===== src/rtl/commit_stage.sv =====
// rtl/commit_stage.sv - multi-lane in-order commit stage with precise exceptions and CP0 Count/Compare timer
//
// Purpose: registers one bundle of LANES instructions from the memory stage and
// retires it in program order (lane 0 oldest). The oldest valid lane carrying an
// exception or ERET squashes itself and every younger lane. The stage drives the
// GPR write ports and the fetch redirect (flush), and owns CP0 Count/Compare,
// Cause.TI and Cause.IP.
//
// Ports:
//   clk, reset                  clock, asynchronous active-high reset
//   in_valid / in_ready         bundle handshake from the memory stage
//   in_lane_valid .. in_wr_compare  per-lane instruction fields (lane k at slice k)
//   ext_int, status_*           interrupt lines and Status.IM/IE/EXL
//   rf_we / rf_waddr / rf_wdata GPR write ports, one per lane
//   exc_valid/exc_code/exc_epc  committed exception
//   eret_valid, flush           committed ERET, redirect request
//   count, compare, cause_ip, timer_int, irq_req  CP0 timer and interrupt state
module commit_stage #(
    parameter int LANES     = 2,
    parameter int XLEN      = 32,
    parameter int REG_AW    = 5,
    parameter int COUNT_DIV = 2
) (
    input  logic                     clk,
    input  logic                     reset,
    input  logic                     in_valid,
    output logic                     in_ready,
    input  logic [LANES-1:0]         in_lane_valid,
    input  logic [LANES*XLEN-1:0]    in_pc,
    input  logic [LANES-1:0]         in_wr_en,
    input  logic [LANES*REG_AW-1:0]  in_wr_dst,
    input  logic [LANES*XLEN-1:0]    in_wr_data,
    input  logic [LANES-1:0]         in_exc,
    input  logic [LANES*5-1:0]       in_exc_code,
    input  logic [LANES-1:0]         in_eret,
    input  logic [LANES-1:0]         in_wr_count,
    input  logic [LANES-1:0]         in_wr_compare,
    input  logic [5:0]               ext_int,
    input  logic [7:0]               status_im,
    input  logic                     status_ie,
    input  logic                     status_exl,
    output logic [LANES-1:0]         rf_we,
    output logic [LANES*REG_AW-1:0]  rf_waddr,
    output logic [LANES*XLEN-1:0]    rf_wdata,
    output logic                     exc_valid,
    output logic [4:0]               exc_code,
    output logic [XLEN-1:0]          exc_epc,
    output logic                     eret_valid,
    output logic                     flush,
    output logic [XLEN-1:0]          count,
    output logic [XLEN-1:0]          compare,
    output logic [7:0]               cause_ip,
    output logic                     timer_int,
    output logic                     irq_req
);

    // Prescaler needs at least one bit even when COUNT_DIV == 1.
    localparam int PW = (COUNT_DIV > 1) ? $clog2(COUNT_DIV) : 1;
    localparam logic [PW-1:0] PRESC_MAX = PW'(COUNT_DIV - 1);

    typedef enum logic {ST_RUN, ST_FLUSH} state_t;
    state_t state_q, state_d;

    // Stage register
    logic                    valid_q, valid_d;
    logic [LANES-1:0]        lv_q, lv_d, wen_q, wen_d, exc_q, exc_d;
    logic [LANES-1:0]        eret_q, eret_d, wcnt_q, wcnt_d, wcmp_q, wcmp_d;
    logic [LANES*XLEN-1:0]   pc_q, pc_d, data_q, data_d;
    logic [LANES*REG_AW-1:0] dst_q, dst_d;
    logic [LANES*5-1:0]      code_q, code_d;

    // CP0 timer / interrupt state
    logic [XLEN-1:0] count_q, count_d, compare_q, compare_d;
    logic [PW-1:0]   presc_q, presc_d;
    logic            ti_q, ti_d;
    logic [5:0]      ext_q, ext_d;

    // Lane-ordered Count/Compare write requests from committed lanes
    logic            cnt_wr, cmp_wr, squashed, tick;
    logic [XLEN-1:0] cnt_wdata, cmp_wdata, count_inc;

    // FSM: a committed flush holds off upstream for exactly one cycle.
    always_comb begin
        state_d  = state_q;
        in_ready = (state_q == ST_RUN);
        case (state_q)
            ST_RUN:   if (flush) state_d = ST_FLUSH;
            ST_FLUSH: state_d = ST_RUN;
            default:  state_d = ST_RUN;
        endcase
    end

    // Bundle capture; an unaccepted cycle loads a bubble.
    always_comb begin
        valid_d = in_valid & in_ready;
        lv_d    = lv_q;   pc_d   = pc_q;   wen_d  = wen_q;  dst_d  = dst_q;
        data_d  = data_q; exc_d  = exc_q;  code_d = code_q; eret_d = eret_q;
        wcnt_d  = wcnt_q; wcmp_d = wcmp_q;
        if (valid_d) begin
            lv_d   = in_lane_valid; pc_d   = in_pc;       wen_d  = in_wr_en;
            dst_d  = in_wr_dst;     data_d = in_wr_data;  exc_d  = in_exc;
            code_d = in_exc_code;   eret_d = in_eret;     wcnt_d = in_wr_count;
            wcmp_d = in_wr_compare;
        end
    end

    // Commit: walk lanes oldest first; the first exc/eret lane stops all later
    // writes. Later committed lanes overwrite earlier Count/Compare requests so
    // the youngest one wins.
    always_comb begin
        rf_we      = '0;
        rf_waddr   = '0;
        rf_wdata   = '0;
        exc_valid  = 1'b0;
        exc_code   = '0;
        exc_epc    = '0;
        eret_valid = 1'b0;
        cnt_wr     = 1'b0;
        cnt_wdata  = '0;
        cmp_wr     = 1'b0;
        cmp_wdata  = '0;
        squashed   = 1'b0;
        if (valid_q) begin
            for (int k = 0; k < LANES; k++) begin
                if (!squashed && lv_q[k]) begin
                    if (exc_q[k]) begin
                        exc_valid = 1'b1;
                        exc_code  = code_q[k*5 +: 5];
                        exc_epc   = pc_q[k*XLEN +: XLEN];
                        squashed  = 1'b1;
                    end else if (eret_q[k]) begin
                        eret_valid = 1'b1;
                        squashed   = 1'b1;
                    end else begin
                        if (wen_q[k] && (dst_q[k*REG_AW +: REG_AW] != '0)) begin
                            rf_we[k]                       = 1'b1;
                            rf_waddr[k*REG_AW +: REG_AW]   = dst_q[k*REG_AW +: REG_AW];
                            rf_wdata[k*XLEN +: XLEN]       = data_q[k*XLEN +: XLEN];
                        end
                        if (wcnt_q[k]) begin
                            cnt_wr    = 1'b1;
                            cnt_wdata = data_q[k*XLEN +: XLEN];
                        end
                        if (wcmp_q[k]) begin
                            cmp_wr    = 1'b1;
                            cmp_wdata = data_q[k*XLEN +: XLEN];
                        end
                    end
                end
            end
        end
    end

    assign flush = exc_valid | eret_valid;

    // Timer. A Count write suppresses the increment (so no match that cycle);
    // a Compare write clears TI even if Count matches in the same cycle.
    always_comb begin
        tick      = (presc_q == PRESC_MAX);
        count_inc = count_q + XLEN'(1);
        presc_d   = tick ? '0 : presc_q + PW'(1);
        count_d   = tick ? count_inc : count_q;
        compare_d = compare_q;
        ti_d      = ti_q | (tick && (count_inc == compare_q));
        ext_d     = ext_int;
        if (cnt_wr) begin
            count_d = cnt_wdata;
            presc_d = '0;
            ti_d    = ti_q;
        end
        if (cmp_wr) begin
            compare_d = cmp_wdata;
            ti_d      = 1'b0;
        end
    end

    assign count     = count_q;
    assign compare   = compare_q;
    assign timer_int = ti_q;
    assign cause_ip  = {ext_q[5] | ti_q, ext_q[4:0], 2'b00};
    assign irq_req   = status_ie & ~status_exl & (|(cause_ip & status_im));

    always_ff @(posedge clk or posedge reset) begin
        if (reset) begin
            state_q <= ST_RUN;
            valid_q <= 1'b0;
            lv_q    <= '0; pc_q   <= '0; wen_q  <= '0; dst_q  <= '0;
            data_q  <= '0; exc_q  <= '0; code_q <= '0; eret_q <= '0;
            wcnt_q  <= '0; wcmp_q <= '0;
            count_q   <= '0;
            compare_q <= '0;
            presc_q   <= '0;
            ti_q      <= 1'b0;
            ext_q     <= '0;
        end else begin
            state_q <= state_d;
            valid_q <= valid_d;
            lv_q    <= lv_d;   pc_q   <= pc_d;   wen_q  <= wen_d;  dst_q  <= dst_d;
            data_q  <= data_d; exc_q  <= exc_d;  code_q <= code_d; eret_q <= eret_d;
            wcnt_q  <= wcnt_d; wcmp_q <= wcmp_d;
            count_q   <= count_d;
            compare_q <= compare_d;
            presc_q   <= presc_d;
            ti_q      <= ti_d;
            ext_q     <= ext_d;
        end
    end

endmodule


===== config.mk =====
export PLATFORM = sky130hd
export DESIGN_NAME = commit_stage
export DESIGN_NICKNAME = d
export VERILOG_FILES = /design/src/rtl/commit_stage.sv
export SDC_FILE = /design/constraint.sdc
export NUM_CORES = 1
export LEC_CHECK = 0
export ABC_AREA = 0
export CAP_MARGIN = 0
export CORE_ASPECT_RATIO = 0.8
export CORE_UTILIZATION = 51
export DETAILED_ROUTE_END_ITERATION = 12
export PLACE_DENSITY = 0.87
export REMOVE_ABC_BUFFERS = 1
export SYNTH_ARGS = -nofsm -noshare
export SYNTH_HDL_FRONTEND = slang
export SYNTH_SLANG_ARGS = --single-unit

===== constraint.sdc =====
create_clock -name clk -period 23.3 [get_ports clk]
set_clock_uncertainty 0.2 [all_clocks]
set_input_delay 3.495 -clock clk [delete_from_list [all_inputs] [get_ports clk]]
set_output_delay 3.495 -clock clk [all_outputs]
set_load 0.02 [all_outputs]

### Yosys cells after proc, flatten, opt, wreduce, memory -nomap -nowiden

Index checks and enable logic that the tools add are counted.

* bits in registers: 234
* bits of input ports: 179
* output and inout bits: 191
* logic and storage cells: 135

* $add $sub $neg: 2
* equal/unequal tests: 2
* mux-type cells: 96
* bitwise logic cells: 9
* reduce and logical (&&, ||, !) cells: 9

Operators with widths (number)
* 2-to-1 mux 32 bit: 33
* 2-to-1 mux 5 bit: 13
* 2-to-1 mux 64 bit: 1
* 2-to-1 mux 1 bit: 46
* adder 32 x 1 -> 32 bit (second input constant): 1
* == test 32 bit: 1
* 2-to-1 mux 10 bit: 1
* nonzero test 5 bit: 2
* AND 8 bit: 1
* OR reduction 8 bit: 1
* logical AND 1 bit: 4
* AND 1 bit: 3
* bitwise OR 1 bit: 3
* 2-to-1 mux 2 bit: 1
* != test 2 x 1 -> 1 bit (second input constant): 1
* inverter 1 bit: 2
* one-hot mux 1 bit (2 select lines): 1
* nonzero test 2 bit: 1
* adder 1 bit (second input constant): 1
* zero test 1 bit: 1

### Longest topological paths before layout

Gate-level depths: netlist of the first run.

* depth after elaboration: 11
* depth in mapped cells: 9
* gate-level depth less buffers: 8

### Least setup slack after synthesis of the first run

OpenSTA, ideal clock, no wires.

* kind: in2out
* from: in status_im[3]
* to: out irq_req
* data arrival time: 4211 ps
* setup slack: 15394 ps
* stages: 2
* cell sequence: a222oi_1 -> a311oi_1

* longest elaborated chain between the ends: 3

RTL lines
* start: declaration: line 39 `input logic [7:0] status_im,`
* AND 8 bit: line 181 `assign irq_req = status_ie & ~status_exl & (|(cause_ip & status_im));`
* OR reduction 8 bit: line 181
* AND 1 bit: line 181
* end: declaration: line 54 `output logic irq_req`

Every way passes these cells.

### Worst setup path after layout of the first run

* from: in status_im[2]
* to: out irq_req

The elaborated chain is that of the path after synthesis.

==> flow_metrics.env, run 1 <==
export IMPL_postSynthAreaPerCell_um2=10.1
export IMPL_power_leakage_nw=6.60
export IMPL_postRouteAntennaNets=0
export IMPL_tns_ns=0
export IMPL_dr_total_vias=10301
export IMPL_multiInputGateArea_um2=5590
export IMPL_cp_start_kind="input pin"
export IMPL_die_width_um=172
export IMPL_yosysSeqAreaShare=0.495
export IMPL_area_growth_pct=38.7
export IMPL_routabilityCongestion=0.935
export IMPL_finalSetupViolCount=0
export IMPL_grt_max_degree=96
export IMPL_first_global_vias=10328
export IMPL_nNetsFinal=1665
export IMPL_ff_latch_area_um2=5860
export IMPL_cts_clk_slew_worst_paths_ns=0.06
export IMPL_ir_drop_v=0.0000717
export IMPL_grt_pass1_wl_mm=56.1
export IMPL_synth_edf_count=0
export IMPL_n_fill_cell=1519
export IMPL_post_dp_hpwl_mm=24.8
export IMPL_ys_ff_latch=234
export IMPL_die_h_um=138
export IMPL_cts_sinks=234
export IMPL_end_kind="primary output"
export IMPL_layout_drive_gt1_share=0.145
export IMPL_synth_common_cells="dfrtp_1, nand2_1, mux2_2, a21oi_1, nor2_1"
export IMPL_rsz0062_at_grt="false"
export IMPL_post_cts_resized=0
export IMPL_grt_use_total=0.299
export IMPL_drt_iter0_markers=1010
export IMPL_hold_path_class="flop to flop"
export IMPL_powerDensity_nw_per_um2=123
export IMPL_cts_made_buffers=24
export IMPL_wirelength_mm=35.9
export IMPL_status="finished, final reports clean"
export IMPL_async_flop_share=1.00
export IMPL_syn_cell_area_um2=11800
export IMPL_cts_root_buf="clkbuf_16"
export IMPL_synth_cell_type_count=52
export IMPL_finalCriticalPeriod_ns=8.66
export IMPL_postCtsSetupBuffers=0
export IMPL_clock_latency_ns=0.52
export IMPL_hold_viol_final=0
export IMPL_critPathKind="input pin to primary output"
export IMPL_drv_slew=0
export IMPL_synth_top_area_frac=0.495
export IMPL_coreArea_um2=22600
export IMPL_worst_pin_slew_ns=1.11
export IMPL_grt_overflow_total=0
export IMPL_yosysWarnings=0
export IMPL_hold_buffers=0
export IMPL_fmax_mhz=115
export IMPL_cts_buffer_depth=3
export IMPL_period_share=0.372
export IMPL_slew_limit_headroom=0.252
export IMPL_required_ns=19.61
export IMPL_cts_tree="done"
export IMPL_synth_area_leaders="dfrtp_1, mux2_2, nand2_1"
export IMPL_cap_violations=0
export IMPL_pin_count=370
export IMPL_post_route_util=0.725
export IMPL_crit_fanout=1
export IMPL_drc=0
export IMPL_die_area_um2=23800
export IMPL_synthFlopType="dfrtp_1"
export IMPL_antenna_found_initial=1
export IMPL_drt_pre_antenna_iters=5
export IMPL_syn_inst=1168
export IMPL_synth_area_leader_cell="dfrtp_1"
export IMPL_arrival_ns=4.97
export IMPL_avgViaCountPerCell=5.70
export IMPL_ctsHtreeMaxLevel=1
export IMPL_rows=49
export IMPL_start_util=0.523
export IMPL_wl_per_cell_um=19.9
export IMPL_port_buffers=365
export IMPL_synth_most_common_cell="dfrtp_1"
per-layer routing:
| metal | share of wire | track usage |
|---|---|---|
| met5 | 0 | 0 |
| met4 | 0.033 | 0.0932 |
| met3 | 0.088 | 0.0750 |
| met2 | 0.49 | 0.504 |
| met1 | 0.39 | 0.376 |
layout by cell type, fill, tap and decap left out, types with 15 or more instances in the layout:
master and count:
a31oi_1 26, nor2_1 79, clkdlybuf4s50_1 365, dfrtp_1 234, and2_1 76, clkbuf_16 25
xor2_1 30, o22ai_1 32, a21oi_1 79, nand4_1 24, nand3_1 17, mux2_2 159
xnor2_1 50, buf_4 15, nand2_1 172
state kept, by name, indices dropped and copies added, names as in the netlist:
name and count:
data_q 64, pc_q 64, compare 32, count 32, code_q 10, dst_q 10
ext_q 6, eret_q 2, exc_q 2, lv_q 2, wcmp_q 2, wcnt_q 2
wen_q 2, presc_q 1, state_q 1, timer_int 1, valid_q 1
logic make-up after synthesis:
| kind of cell | Yosys count | share of synthesized area |
|---|---|---|
| simple gates | 425 | 0.174 |
| flops | 234 | 0.495 |
| compound gates | 168 | 0.0828 |
| mux | 161 | 0.153 |
| buf+inv | 98 | 0.0342 |
| xor+xnor | 80 | 0.0592 |
| fa+ha+maj | 1 | 0.00106 |
| other cells | 1 | 0.000317 |
path summary, 6_finish.rpt:
kind / from / endpoint / slack, ns / cells after the start
worst max-delay path: status_im[2] / irq_req / 14.64 / 4
min in group asynchronous: reset / dst_q[0] / 3.29 / 2
max in group asynchronous: reset / data_q[28] / 18.13 / 3
worst min register to register: pc_q[29] / pc_q[29] / 0.31 / 1
worst min-delay path: pc_q[29] / pc_q[29] / 0.31 / 1
worst max register to register: count[0] / timer_int / 19.80 / 8
cell type report:
type	count	area share
diodes	1	0.000153
clock buffers	38	0.0448
clock inverters	2	0.00236
inverters	8	0.00229
multi-input cells	837	0.341
flip-flops and latches	234	0.357
well taps	306	0.0233
repair buffers	380	0.230
metrics by stage:
step           cells  instance area, um2  setup WS [ns]  hold WS (ns)  power (mW)
2_1_floorplan   1079               11500          11.65         0.222        1.26
3_3_place_gp    1765               15600          14.63         0.283        1.59
3_5_place_dp    1765               15600          14.64         0.291        1.62
4_1_cts         1805               16400          14.64         0.305        2.02
5_1_grt         1806               16400          14.52         0.315        2.12
6_report        1806               16400          14.64         0.306        2.02
worst max-delay path, cell delays in order:
cell and delay, ns:
clkdlybuf4s50_1 0.46, a22oi_1 0.08, a311oi_1 0.28, clkdlybuf4s50_1 0.65
power by group:
part	total (mW)	switching, mW	internal [mW]
logic	0.855	0.442	0.413
clock network	0.383	0.158	0.225
registers	0.777	0.208	0.570
total	2.02	0.807	1.21
No activity file was read; power rests on OpenSTA's default activity.
==> run 2, diff against run 1 <==
CORE_UTILIZATION = 43   (was 51)
PLACE_DENSITY = 0.78   (was 0.87)
clock period = 7 ns   (was 23.3 ns; I/O delays follow)
==> run 2 against run 1 <==
  * Cell area rose by 1.2%
  * Core utilization shrank 10 points
  * Die area is 18% higher
  * Hold slack got worse by 0.0052 ns
  * Setup slack worse by 12 ns
  * Register-to-register slack worse by 16 ns
  * Clock-buffer cell count is 1 higher
  * Critical path depth grew 2
  * Critical path type is now flop to primary output
  * Combinational power grew to 3.4 times the previous value
  * Highest routed layer unchanged
==> flow_metrics.env, run 2 (synthesized netlist as in run 1, its figures left out) <==
export IMPL_nNetsFinal=1669
export IMPL_cts_tree="done"
export IMPL_finalPower_mw=6.86
export IMPL_finalCriticalPeriod_ns=4.60
export IMPL_postCtsSetupBuffers=0
export IMPL_required_ns=5.75
export IMPL_drc=0
export IMPL_worst_pin_slew_ns=1.06
export IMPL_status="finished, final reports clean"
export IMPL_powerDensity_nw_per_um2=413
export IMPL_start_util=0.444
export IMPL_area_growth_pct=40.4
export IMPL_cts_clk_slew_worst_paths_ns=0.06
export IMPL_end_kind="primary output"
export IMPL_antenna_found_initial=0
export IMPL_routabilityCongestion=0.926
export IMPL_crit_fanout=27
export IMPL_hold_buffers=0
export IMPL_power_leakage_nw=6.68
export IMPL_cp_num_buf_inv=2
export IMPL_pin_count=370
export IMPL_drt_pre_antenna_iters=5
export IMPL_post_route_util=0.623
export IMPL_drt_iter0_markers=646
export IMPL_grt_overflow_total=0
export IMPL_critPathKind="flop to primary output"
export IMPL_clock_latency_ns=0.52
export IMPL_layout_drive_gt1_share=0.151
export IMPL_mostFrequentLayoutCells="clkdlybuf4s50_1, dfrtp_1, nand2_1"
export IMPL_port_buffers=365
export IMPL_hold_path_class="flop to flop"
export IMPL_crit_family="buffers and inverters"
export IMPL_drv_slew=0
export IMPL_coreArea_um2=26700
export IMPL_ctsHtreeMaxLevel=1
export IMPL_finalSetupViolCount=0
export IMPL_slowest_stage="clkdlybuf4s50_1"
export IMPL_postRouteAntennaNets=0
export IMPL_dr_total_vias=10218
export IMPL_ir_drop_v=0.000239
export IMPL_cap_violations=0
export IMPL_wirelength_mm=36.7
export IMPL_fmax_mhz=217
export IMPL_arrival_ns=3.35
export IMPL_slew_limit_headroom=0.292
export IMPL_post_cts_resized=0
export IMPL_cts_sinks=234
export IMPL_reg_top3="data_q: 64 flops, pc_q: 64 flops"
export IMPL_die_area_um2=28200
export IMPL_hold_viol_final=0
export IMPL_diodes=0
export IMPL_cts_buffer_depth=3
export IMPL_tns_ns=0
export IMPL_first_global_vias=10350
export IMPL_wl_per_cell_um=19.7
export IMPL_avgViaCountPerCell=5.48
export IMPL_grt_pass1_wl_mm=57.7
export IMPL_post_dp_hpwl_mm=25.6
export IMPL_cpPeakStageDelay_ns=0.63
export IMPL_rows=53
export IMPL_layout_commonest_cell="clkdlybuf4s50_1"
export IMPL_cp_start_kind="flop"
export IMPL_die_h_um=150
export IMPL_crit_chain="o21a_1 -> nor3_1 -> o2111a_1 -> buf_4 -> and2_1 -> clkdlybuf4s50_1"
export IMPL_rsz0062_at_grt="false"
export IMPL_cts_made_buffers=25
export IMPL_cts_root_buf="clkbuf_16"
export IMPL_grt_max_degree=115
export IMPL_die_width_um=187
export IMPL_period_share=0.658
export IMPL_grt_use_total=0.257
[run 2: cell types whose count changed in the layout (fill, tap and decap cells not counted)]
cell and delta:
buf_4 +3, bufinv_16 +2, clkbuf_1 -3, clkbuf_8 +4
clkinv_2 +2, clkinv_4 -1, diode_2 -1, inv_6 +1
[run 2: report_power, final]
group          switching, mW  total (mW)  leakage (nW)  internal [mW]
sequential             0.671        2.57          2.71           1.90
combinational           1.50        2.88          3.53           1.38
clock                  0.545        1.42         0.439          0.871
total                   2.71        6.86          6.68           4.15
[run 2: worst paths after layout]
check                          start            to  slack [ns]  depth (start not counted)
setup / recovery           eret_q[0]  rf_wdata[43]        2.40                          6
hold / removal             wcnt_q[0]     wcnt_q[0]        0.30                          1
setup reg to reg            count[0]     timer_int        3.86                          9
hold reg to reg            wcnt_q[0]     wcnt_q[0]        0.30                          1
max in group asynchronous      reset   compare[23]        4.37                          3
min in group asynchronous      reset      pc_q[35]        0.86                          2
[run 2: routing by layer]
metal,track usage,wire length (um),vias up
li1,-,-,4668
met1,0.328,15000,5018
met2,0.438,17500,461
met3,0.0681,3310,71
met4,0.0618,894,0
met5,0,0,-
[run 2: worst reg2reg max path, stage by stage, from the launching register on]
cell	delay, ns
dfrtp_1	0.55
ha_1	0.46
nand4_1	0.14
nor4_1	0.40
buf_4	0.23
nand4_1	0.11
xnor2_1	0.16
o21ai_1	0.09
or4_1	0.52
o31ai_1	0.19
[run 2: stage by stage]
step                worst slack [ns]  std cells  cell area [um2]  hold slack (ns)
floorplan                      -2.20       1079            11500            0.222
global placement                3.01       1819            15700            0.283
detailed placement              2.95       1819            15700            0.288
CTS                             2.36       1864            16600            0.302
global route                    2.18       1864            16600            0.314
finish                          2.40       1864            16600            0.300
[run 2: area by class of cell]
cell class / count / area, um2
sequential: 234 / 5860
timing repair buffer: 383 / 3790
clock buffer: 39 / 778
tap: 357 / 447
multi-input combinational: 837 / 5590
fill: 2163 / 10100
inverter: 8 / 37.5
clock inverter: 6 / 109
==> run 3, diff against run 2 <==
clock period = 3.9 ns   (was 7 ns; I/O delays follow)
==> run 3 against run 2 <==
  * Die area stayed put
  * Critical path type unchanged
  * Hold slack worse by 0.0087 ns
  * Register-to-register slack worse by 3.1 ns
  * Sequential cell count stayed put
  * Sequential share of layout area is 0.28 points lower
  * Highest routed layer unchanged
  * Via count is 0.11% lower
==> flow_metrics.env, run 3 (synthesized netlist as in run 1, its figures left out) <==
export IMPL_layout_drive_gt1_share=0.156
export IMPL_hold_path_class="input pin to flop"
export IMPL_post_dp_hpwl_mm=26.3
export IMPL_cts_clk_slew_worst_paths_ns=0.06
export IMPL_layout_commonest_cell="clkdlybuf4s50_1"
export IMPL_post_place_ws_ns=0.732
export IMPL_rr_startpoint="count[0]"
export IMPL_rsz0062_at_grt="false"
export IMPL_post_cts_resized=0
export IMPL_path_depth=6
export IMPL_area_growth_pct=41.5
export IMPL_nNetsFinal=1675
export IMPL_cap_violations=0
export IMPL_finalCriticalPeriod_ns=3.70
export IMPL_dr_total_vias=10207
export IMPL_drt_iter0_markers=645
export IMPL_die_h_um=150
export IMPL_finalSetupViolCount=0
export IMPL_cpPeakStageDelay_ns=0.62
export IMPL_coreArea_um2=26700
export IMPL_cts_root_buf="clkbuf_16"
export IMPL_critPathKind="flop to primary output"
export IMPL_layout_setup_ws_ns=0.204
export IMPL_port_buffers=365
export IMPL_slowest_stage="clkdlybuf4s50_1"
export IMPL_arrival_ns=2.91
export IMPL_reg_top3="data_q: 64 flops, pc_q: 64 flops"
export IMPL_crit_chain="o21a_1 -> nor3_1 -> o2111a_1 -> buf_4 -> and2_1 -> clkdlybuf4s50_1"
export IMPL_cp_num_buf_inv=2
export IMPL_grt_pass1_wl_mm=57.9
export IMPL_cts_made_buffers=26
export IMPL_crit_family="buffers and inverters"
export IMPL_drv_slew=0
export IMPL_powerDensity_nw_per_um2=742
export IMPL_die_area_um2=28200
export IMPL_reg2reg_slack_ns=0.74
export IMPL_die_width_um=187
export IMPL_rows=53
export IMPL_final_cells=1871
export IMPL_crit_fanout=27
export IMPL_cts_tree="done"
export IMPL_status="finished, final reports clean"
export IMPL_avgViaCountPerCell=5.46
export IMPL_ctsHtreeMaxLevel=1
export IMPL_postCtsSetupBuffers=0
export IMPL_drt_pre_antenna_iters=5
export IMPL_tns_ns=0
export IMPL_first_global_vias=10425
export IMPL_postRouteAntennaNets=0
export IMPL_required_ns=3.12
export IMPL_pin_count=370
export IMPL_power_leakage_nw=6.74
export IMPL_diodes=0
export IMPL_hold_viol_final=0
export IMPL_antenna_found_initial=0
export IMPL_hold_buffers=0
export IMPL_slew_limit_headroom=0.273
export IMPL_cp_start_kind="flop"
export IMPL_critPathLaunch="lv_q[0]"
export IMPL_clock_latency_ns=0.54
export IMPL_wl_per_cell_um=19.7
export IMPL_ir_drop_v=0.000392
export IMPL_r2r_end="timer_int"
export IMPL_period_share=0.948
export IMPL_mostFrequentLayoutCells="clkdlybuf4s50_1, dfrtp_1, nand2_1"
export IMPL_grt_max_degree=114
export IMPL_fmax_mhz=271
export IMPL_post_route_util=0.628
export IMPL_routabilityCongestion=0.935
export IMPL_grt_overflow_total=0
export IMPL_grt_use_total=0.259
export IMPL_start_util=0.444
export IMPL_end_kind="primary output"
export IMPL_critical_path_endpoint="rf_wdata[43]"
export IMPL_worst_pin_slew_ns=1.08
export IMPL_dp_cells=1824
export IMPL_cts_sinks=234
export IMPL_rr_worst_depth=9
export IMPL_wirelength_mm=36.8
export IMPL_cts_buffer_depth=3
export IMPL_drc=0
run 3: cell count changes in the layout (fill, tap and decap cells not counted), moves of 2 or more:
cell      previous run  this run
clkbuf_8            10         5
clkinv_4             0         2
clkinv_2             2         4
buf_12               0         5
run 3: layer usage:
layer	GRT usage	vias up	part of all wire
li1	-	4700	-
met1	0.328	5008	0.41
met2	0.436	441	0.48
met3	0.0718	58	0.086
met4	0.0740	0	0.027
met5	0	-	0
run 3: worst min path at each step:
stage	startpoint	endpoint	slack (ns)	cells after the start
detailed placement	wcnt_q[0]	wcnt_q[0]	0.29	1
finish	ext_int[5]	ext_q[5]	0.29	1
floorplan	state_q	state_q	0.22	1
CTS	ext_int[5]	ext_q[5]	0.27	1
global route	ext_int[3]	ext_q[3]	0.28	1
global placement	wcmp_q[0]	wcmp_q[0]	0.28	1
run 3: final cells by class:
class / instances / area (um2)
fillers: 2143 / 9920
clock buffers: 34 / 731
repair buffers: 388 / 3890
multi-input cells: 837 / 5590
flip-flops and latches: 234 / 5860
well taps: 357 / 447
inverters: 8 / 37.5
clock inverters: 13 / 190
run 3: worst register-to-register path, stage by stage (launching register included):
cell     delay (ns)
dfrtp_1        0.57
ha_1           0.46
nand4_1        0.14
nor4_1         0.37
buf_4          0.23
nand4_1        0.11
xnor2_1        0.17
o21ai_1        0.10
or4_1          0.51
o31ai_1        0.20
run 3: stage by stage:
step	power [mW]	instance area (um2)	hold WS, ns
CTS	12.5	16700	0.270
global route	13.1	16700	0.278
global placement	9.66	15800	0.283
floorplan	7.53	11500	0.222
finish	12.4	16700	0.292
detailed placement	9.81	15800	0.287
run 3: power breakdown:
group / total, mW / internal, mW / switching (mW)
registers: 4.63 / 3.40 / 1.22
clock network: 2.62 / 1.59 / 1.03
logic: 5.18 / 2.49 / 2.68
total: 12.4 / 7.49 / 4.94
